[config.mk]
export PLATFORM = sky130hd
export DESIGN_NAME = cpu_core
export DESIGN_NICKNAME = d
export VERILOG_FILES = /design/src/rtl/cpu_pkg.sv /design/src/rtl/cpu_alu.sv /design/src/rtl/cpu_core.sv
export SDC_FILE = /design/constraint.sdc
export NUM_CORES = 1
export LEC_CHECK = 0
export ABC_AREA = 1
export CORE_ASPECT_RATIO = 0.5
export CORE_UTILIZATION = 50
export CTS_BUF_LIST = sky130_fd_sc_hd__clkbuf_4 sky130_fd_sc_hd__clkbuf_8 sky130_fd_sc_hd__clkbuf_16
export DETAILED_ROUTE_END_ITERATION = 8
export HOLD_SLACK_MARGIN = 0.05
export PLACE_DENSITY = 0.71
export SETUP_SLACK_MARGIN = 0.3
export SLEW_MARGIN = 20
export SYNTH_ARGS = -nofsm -noshare
export SYNTH_HDL_FRONTEND = slang
export SYNTH_SLANG_ARGS = --single-unit
[constraint.sdc]
create_clock -name i_clk -period 4.4 [get_ports i_clk]
set_input_delay 1.32 -clock i_clk [delete_from_list [all_inputs] [get_ports i_clk]]
set_output_delay 1.32 -clock i_clk [all_outputs]
set_load 0.05 [all_outputs]
[src/rtl/cpu_pkg.sv]
`default_nettype none
// +-----------------------------------------------------------------------+
// | cpu_pkg : opcodes, FSM state encoding and instruction field positions |
// | Revision: 1.0                                                         |
// +-----------------------------------------------------------------------+
package cpu_pkg;

    localparam logic [3:0] OP_NOP  = 4'h0;
    localparam logic [3:0] OP_LDI  = 4'h1;
    localparam logic [3:0] OP_ADD  = 4'h2;
    localparam logic [3:0] OP_SUB  = 4'h3;
    localparam logic [3:0] OP_AND  = 4'h4;
    localparam logic [3:0] OP_OR   = 4'h5;
    localparam logic [3:0] OP_XOR  = 4'h6;
    localparam logic [3:0] OP_SHL  = 4'h7;
    localparam logic [3:0] OP_LD   = 4'h8;
    localparam logic [3:0] OP_ST   = 4'h9;
    localparam logic [3:0] OP_JMP  = 4'hA;
    localparam logic [3:0] OP_BZ   = 4'hB;
    localparam logic [3:0] OP_BNZ  = 4'hC;
    localparam logic [3:0] OP_ADC  = 4'hD;
    localparam logic [3:0] OP_RSV  = 4'hE;
    localparam logic [3:0] OP_HALT = 4'hF;

    typedef enum logic [2:0] {
        S_FETCH  = 3'd0,
        S_DECODE = 3'd1,
        S_EXEC   = 3'd2,
        S_MEM    = 3'd3,
        S_HALT   = 3'd4
    } state_t;

    localparam int F_OP_HI  = 15;
    localparam int F_OP_LO  = 12;
    localparam int F_RD_HI  = 11;
    localparam int F_RD_LO  = 8;
    localparam int F_RS_HI  = 7;
    localparam int F_RS_LO  = 4;
    localparam int F_RT_HI  = 3;
    localparam int F_RT_LO  = 0;
    localparam int F_IMM_HI = 7;
    localparam int F_IMM_LO = 0;

endpackage
`default_nettype wire

[src/rtl/cpu_alu.sv]
`default_nettype none
// +-----------------------------------------------------------------------+
// | cpu_alu : combinational ALU; carry out doubles as borrow for SUB      |
// | Revision: 1.0                                                         |
// +-----------------------------------------------------------------------+
module cpu_alu
    import cpu_pkg::*;
#(
    parameter int g_RAM_WIDTH = 8
) (
    input  logic [3:0]             i_op,
    input  logic [g_RAM_WIDTH-1:0] i_a,
    input  logic [g_RAM_WIDTH-1:0] i_b,
    input  logic                   i_cin,
    output logic [g_RAM_WIDTH-1:0] o_result,
    output logic                   o_cout
);

    logic [g_RAM_WIDTH:0] w_wide;

    always_comb begin
        w_wide = '0;
        case (i_op)
            OP_ADD:  w_wide = {1'b0, i_a} + {1'b0, i_b};
            OP_SUB:  w_wide = {1'b0, i_a} - {1'b0, i_b};
            OP_AND:  w_wide = {1'b0, i_a & i_b};
            OP_OR:   w_wide = {1'b0, i_a | i_b};
            OP_XOR:  w_wide = {1'b0, i_a ^ i_b};
            OP_SHL:  w_wide = {i_a, 1'b0};
            OP_ADC:  w_wide = {1'b0, i_a} + {1'b0, i_b} + {{g_RAM_WIDTH{1'b0}}, i_cin};
            default: w_wide = '0;
        endcase
    end

    assign o_result = w_wide[g_RAM_WIDTH-1:0];
    assign o_cout   = w_wide[g_RAM_WIDTH];

endmodule
`default_nettype wire

[src/rtl/cpu_core.sv]
`default_nettype none
// +-----------------------------------------------------------------------+
// | cpu_core : multi-cycle fetch/decode/execute core, 16-bit instructions |
// | Optional debug ports enabled by CPU_DBG_EN.  Revision: 1.0            |
// +-----------------------------------------------------------------------+
module cpu_core
    import cpu_pkg::*;
#(
    parameter int g_ROM_WIDTH = 16,
    parameter int g_ROM_ADDR  = 9,
    parameter int g_RAM_WIDTH = 8,
    parameter int g_RAM_ADDR  = 9,
    parameter int g_NUM_GPR   = 16
) (
    input  logic                   i_clk,
    input  logic                   i_rst,
    output logic                   o_rom_en,
    output logic [g_ROM_ADDR-1:0]  o_rom_addr,
    input  logic [g_ROM_WIDTH-1:0] i_rom_data,
    output logic                   o_ram_en,
    output logic                   o_ram_we,
    output logic                   o_ram_re,
    output logic [g_RAM_ADDR-1:0]  o_ram_addr,
    output logic [g_RAM_WIDTH-1:0] o_ram_data,
    input  logic [g_RAM_WIDTH-1:0] i_ram_data,
    output logic                   o_halted
`ifdef CPU_DBG_EN
    ,
    input  logic [3:0]             i_dbg_sel,
    output logic [g_RAM_WIDTH-1:0] o_dbg_gpr,
    output logic [g_ROM_ADDR-1:0]  o_dbg_pc
`endif
);

    state_t                 state_q, state_d;
    logic [g_ROM_ADDR-1:0]  pc_q, pc_d;
    logic [g_ROM_WIDTH-1:0] ir_q, ir_d;
    logic                   carry_q, carry_d;
    logic [g_RAM_WIDTH-1:0] gpr_q [g_NUM_GPR];
    logic [g_RAM_WIDTH-1:0] gpr_d [g_NUM_GPR];

    logic [3:0]             w_op, w_rd, w_rs, w_rt;
    logic [g_RAM_WIDTH-1:0] w_rd_val, w_rs_val, w_rt_val, w_imm;
    logic [g_ROM_ADDR-1:0]  w_target;
    logic [g_RAM_WIDTH-1:0] w_alu_res, w_wr_val;
    logic                   w_alu_cout, w_wr_en, w_exec, w_st, w_ld;

    assign w_op     = ir_q[F_OP_HI:F_OP_LO];
    assign w_rd     = ir_q[F_RD_HI:F_RD_LO];
    assign w_rs     = ir_q[F_RS_HI:F_RS_LO];
    assign w_rt     = ir_q[F_RT_HI:F_RT_LO];
    assign w_imm    = g_RAM_WIDTH'(ir_q[F_IMM_HI:F_IMM_LO]);
    assign w_target = g_ROM_ADDR'(ir_q[F_IMM_HI:F_IMM_LO]);

    // Indices beyond the implemented register count read as zero.
    always_comb begin
        w_rd_val = '0;
        w_rs_val = '0;
        w_rt_val = '0;
        for (int i = 0; i < g_NUM_GPR; i++) begin
            if (w_rd == 4'(i)) w_rd_val = gpr_q[i];
            if (w_rs == 4'(i)) w_rs_val = gpr_q[i];
            if (w_rt == 4'(i)) w_rt_val = gpr_q[i];
        end
    end

    cpu_alu #(
        .g_RAM_WIDTH(g_RAM_WIDTH)
    ) u_alu (
        .i_op    (w_op),
        .i_a     (w_rs_val),
        .i_b     (w_rt_val),
        .i_cin   (carry_q),
        .o_result(w_alu_res),
        .o_cout  (w_alu_cout)
    );

    always_comb begin
        state_d = state_q;
        pc_d    = pc_q;
        ir_d    = ir_q;
        carry_d = carry_q;
        gpr_d   = gpr_q;
        w_wr_en  = 1'b0;
        w_wr_val = '0;
        case (state_q)
            S_FETCH:  state_d = S_DECODE;
            S_DECODE: begin
                ir_d    = i_rom_data;
                pc_d    = pc_q + g_ROM_ADDR'(1);
                state_d = S_EXEC;
            end
            S_EXEC: begin
                state_d = S_FETCH;
                case (w_op)
                    OP_LDI: begin
                        w_wr_en  = 1'b1;
                        w_wr_val = w_imm;
                    end
                    OP_ADD, OP_SUB, OP_SHL, OP_ADC: begin
                        w_wr_en  = 1'b1;
                        w_wr_val = w_alu_res;
                        carry_d  = w_alu_cout;
                    end
                    OP_AND, OP_OR, OP_XOR: begin
                        w_wr_en  = 1'b1;
                        w_wr_val = w_alu_res;
                    end
                    OP_LD:   state_d = S_MEM;
                    OP_JMP:  pc_d = w_target;
                    OP_BZ:   if (w_rd_val == '0) pc_d = w_target;
                    OP_BNZ:  if (w_rd_val != '0) pc_d = w_target;
                    OP_HALT: state_d = S_HALT;
                    default: ;
                endcase
            end
            S_MEM: begin
                w_wr_en  = 1'b1;
                w_wr_val = i_ram_data;
                state_d  = S_FETCH;
            end
            S_HALT:  state_d = S_HALT;
            default: state_d = S_FETCH;
        endcase
        for (int i = 0; i < g_NUM_GPR; i++) begin
            if (w_wr_en && (w_rd == 4'(i))) gpr_d[i] = w_wr_val;
        end
    end

    always_ff @(posedge i_clk or negedge i_rst) begin
        if (!i_rst) begin
            state_q <= S_FETCH;
            pc_q    <= '0;
            ir_q    <= '0;
            carry_q <= 1'b0;
            for (int i = 0; i < g_NUM_GPR; i++) gpr_q[i] <= '0;
        end else begin
            state_q <= state_d;
            pc_q    <= pc_d;
            ir_q    <= ir_d;
            carry_q <= carry_d;
            gpr_q   <= gpr_d;
        end
    end

    // Outputs are gated by the reset input so they drop in the same cycle it asserts.
    assign w_exec = i_rst && (state_q == S_EXEC);
    assign w_st   = w_exec && (w_op == OP_ST);
    assign w_ld   = w_exec && (w_op == OP_LD);

    assign o_rom_en   = i_rst && (state_q == S_FETCH);
    assign o_rom_addr = i_rst ? pc_q : '0;
    assign o_ram_we   = w_st;
    assign o_ram_re   = w_ld;
    assign o_ram_en   = w_st || w_ld;
    assign o_ram_addr = (w_st || w_ld) ? g_RAM_ADDR'(w_rs_val) : '0;
    assign o_ram_data = w_st ? w_rd_val : '0;
    assign o_halted   = i_rst && (state_q == S_HALT);

`ifdef CPU_DBG_EN
    always_comb begin
        o_dbg_gpr = '0;
        for (int i = 0; i < g_NUM_GPR; i++) begin
            if (i_dbg_sel == 4'(i)) o_dbg_gpr = gpr_q[i];
        end
    end
    assign o_dbg_pc = pc_q;
`endif

endmodule
`default_nettype wire

==> impl_metrics.tcl <==
set metrics [dict create \
    failed_checks "setup timing" \
    cp_slowest_cell "dfrtp_1" \
    fin_crit_sh 1.042 \
    r2r_slack_ns -0.18 \
    gr-total-overflow 0 \
    relSlewSlack 0.2815 \
    hold_viol 0 \
    htree_levels 4 \
    cts_tree "built" \
    dp_hpwl_um 30970 \
    clock_path_buffers 2 \
    synth_top_area_cell "dfrtp_1" \
    via_per_inst 5.682 \
    holdBufCountCts 0 \
    dr.pass1.iters 6 \
    rows 38 \
    grt_util_all_layers 0.3848 \
    final_cell_mix "nand2_1, buf_4, inv_1, dfrtp_1, nor2_1" \
    numPortBuffers 55 \
    grt_pass1_vias 11840 \
    critPathMaxStageDelay_ns 0.42 \
    hp-class "reg -> reg" \
    synth_area_leaders "dfrtp_1, nand2_1, inv_1" \
    cap_violations 0 \
    core_um2 21780 \
    status "finished with violations" \
    yosys.area.top_type_share 0.3519 \
    routed_wl_um 45030 \
    reg2reg_from "ir_q[3]$_DFFE_PN0N_" \
    clkSlewWorstSetupHoldPaths_ns 0.07 \
    ys_seq_area_frac 0.3519 \
    ant_nets 0 \
    syn_nets 1817 \
    die_y_um 107.7 \
    setup_slack_ns -0.1833 \
    grt_setup_unrepaired "yes" \
    insertion_delay_ns 0.46 \
    cp.required_ns 4.75 \
    maxSlewViolCount 0 \
    area_growth_pct 44.30 \
    antenna_found_initial 0 \
    cts.sinks 157 \
    numCtsBuffers 17 \
    crit_arrival_ns 4.93 \
    period_needed_ns 4.583 \
    die_w_um 213.3 \
    r2r_cells 33 \
    skew_ns 0.01100 \
    mappedNetlistArea_um2 11160 \
    dieArea_um2 22970 \
    ys_warn_count 0 \
    postSynth.asyncResetShare 1.000 \
    fillers 1672 \
    drive_above_1_share 0.3130 \
    syn_avg_cell_area_um2 6.336 \
    antenna_cells 0 \
    drt_iter0_markers 1794 \
    synthFlopType "dfrtp_1" \
    grt_pass1_wl_um 65630 \
    layout_commonest_cell "nand2_1" \
    drc_errors 0 \
    rr_endpoint "gpr_q[126]$_DFFE_PN0P_" \
    worstMarginPinSlew_ns 1.078 \
    whs_path_depth 2 \
    vias 13340 \
    path_max_fanout 8 \
    post-place-ws_ns -0.4540 \
    fmax_ghz 0.2182 \
    wl_per_cell_um 19.18 \
    nNetsFinal 2090 \
    setup_violations 64 \
    synth_edf_count 0 \
    boundaryPins 57 \
    worst_setup_path_end_kind "register" \
    clock-root-buffer "clkbuf_16" \
    synth_seq_cells 157 \
    path_class "reg -> reg" \
    start_util 0.5127 \
    synth_cell_types 47 \
    syn_inst 1762 \
    place_congestion 1.003 \
    min_to "gpr_q[38]$_DFFE_PN0P_" \
    grt_max_degree 71 \
    fin_setup_tns_ns -5.282 \
    worst_hold_startpoint "gpr_q[38]$_DFFE_PN0P_" \
    critPathLaunchType "register" \
]
-- synthesized netlist by cell type (2+ instances only) --
cell type	count
nor3_1	8
fa_1	2
inv_2	14
clkinv_1	10
o21ai_1	7
a32oi_1	3
clkbuf_1	6
o221ai_1	7
ha_1	27
nor2_4	5
buf_4	3
xor2_1	6
or2_2	2
buf_6	6
buf_2	8
nand2_2	7
nand2_4	2
o22ai_1	12
nor2_1	191
a21oi_1	72
nand3_2	3
or2_1	2
o211ai_1	12
inv_1	201
nand3_1	74
o21ai_0	71
o31ai_1	3
o2111ai_1	14
dfrtp_1	157
nor2_2	14
nand4_1	41
a221oi_1	6
nand3b_1	5
a31oi_1	2
nand2_1	747
-- worst max path at each step --
stage,start,to,slack (ns),depth (start not counted)
floorplan,i_rst,o_ram_data[0],0.16,7
global placement,ir_q[1]$_DFFE_PN0N_,gpr_q[118]$_DFFE_PN0P_,-0.36,34
detailed placement,ir_q[1]$_DFFE_PN0N_,gpr_q[94]$_DFFE_PN0P_,-0.45,34
CTS,ir_q[3]$_DFFE_PN0N_,gpr_q[70]$_DFFE_PN0P_,-0.08,36
global route,ir_q[3]$_DFFE_PN0N_,gpr_q[126]$_DFFE_PN0P_,-0.36,35
finish,ir_q[3]$_DFFE_PN0N_,gpr_q[126]$_DFFE_PN0P_,-0.18,33
-- repair_timing --
item,CTS,global route
pin swaps,94,116
cloned,3,2
resized for setup,253,192
setup buffers,31,20
endpoints found under the setup margin,129,132
-- cell families (layout without fill, tap and decap cells) --
kind of cell / after synthesis / after routing / share of synthesized area
AOI/OAI and AO/OA: 215 / 215 / 0.1138
DFF: 157 / 157 / 0.3519
other: 1 / 1 / 0.0003359
and+or+nand+nor: 1105 / 1108 / 0.4054
buffers and inverters: 248 / 531 / 0.08932
adders and majority gates: 29 / 29 / 0.03384
xor gates and xnor gates: 7 / 7 / 0.005492
-- registers in the layout, summed over array words and instances (netlist names) --
signal and flops:
gpr_q 128, ir_q 16, pc_q 9, state_q 3, carry_q 1
-- worst max-delay path, delay by kind of cell (launching register included) --
kind	cells	cell delay, ns
simple gates	13	1.27
fa+ha+maj	1	0.32
xor+xnor	1	0.16
flops	1	0.42
compound gates	11	1.54
buf+inv	7	0.73
-- per-layer routing --
layer	up-vias	share of wire	routed length (um)	track usage
met4	0	0.036	1634	0.1449
met5	-	0	0	0
met2	781	0.43	19500	0.5777
met1	6272	0.42	18840	0.5278
met3	136	0.11	5065	0.1044
li1	6153	-	-	-
-- layout make-up --
| cell class | count | area, um^2 | area share |
|---|---|---|---|
| multi-input combinational | 1360 | 7695 | 0.4776 |
| sequential | 157 | 3938 | 0.2444 |
| timing repair buffer | 274 | 2597 | 0.1612 |
| inverter | 225 | 889.6 | 0.05522 |
| clock buffer | 18 | 439.2 | 0.02726 |
| tap | 300 | 375.4 | 0.02330 |
| clock inverter | 14 | 176.4 | 0.01095 |
-- through the flow --
step / hold WS [ns] / std cells / area, um^2 / utilization
3_5_place_dp: 0.4666 / 2259 / 13480 / 0.6190
6_report: 0.4778 / 2348 / 16110 / 0.7398
3_3_place_gp: 0.4626 / 2259 / 13480 / 0.6190
5_1_grt: 0.5004 / 2348 / 16110 / 0.7398
4_1_cts: 0.4800 / 2325 / 15210 / 0.6986
2_1_floorplan: 0.4489 / 1762 / 11270 / -
Power is not shown: default switching activity piles up to over one toggle a cycle in this logic, so the estimate is an artifact.
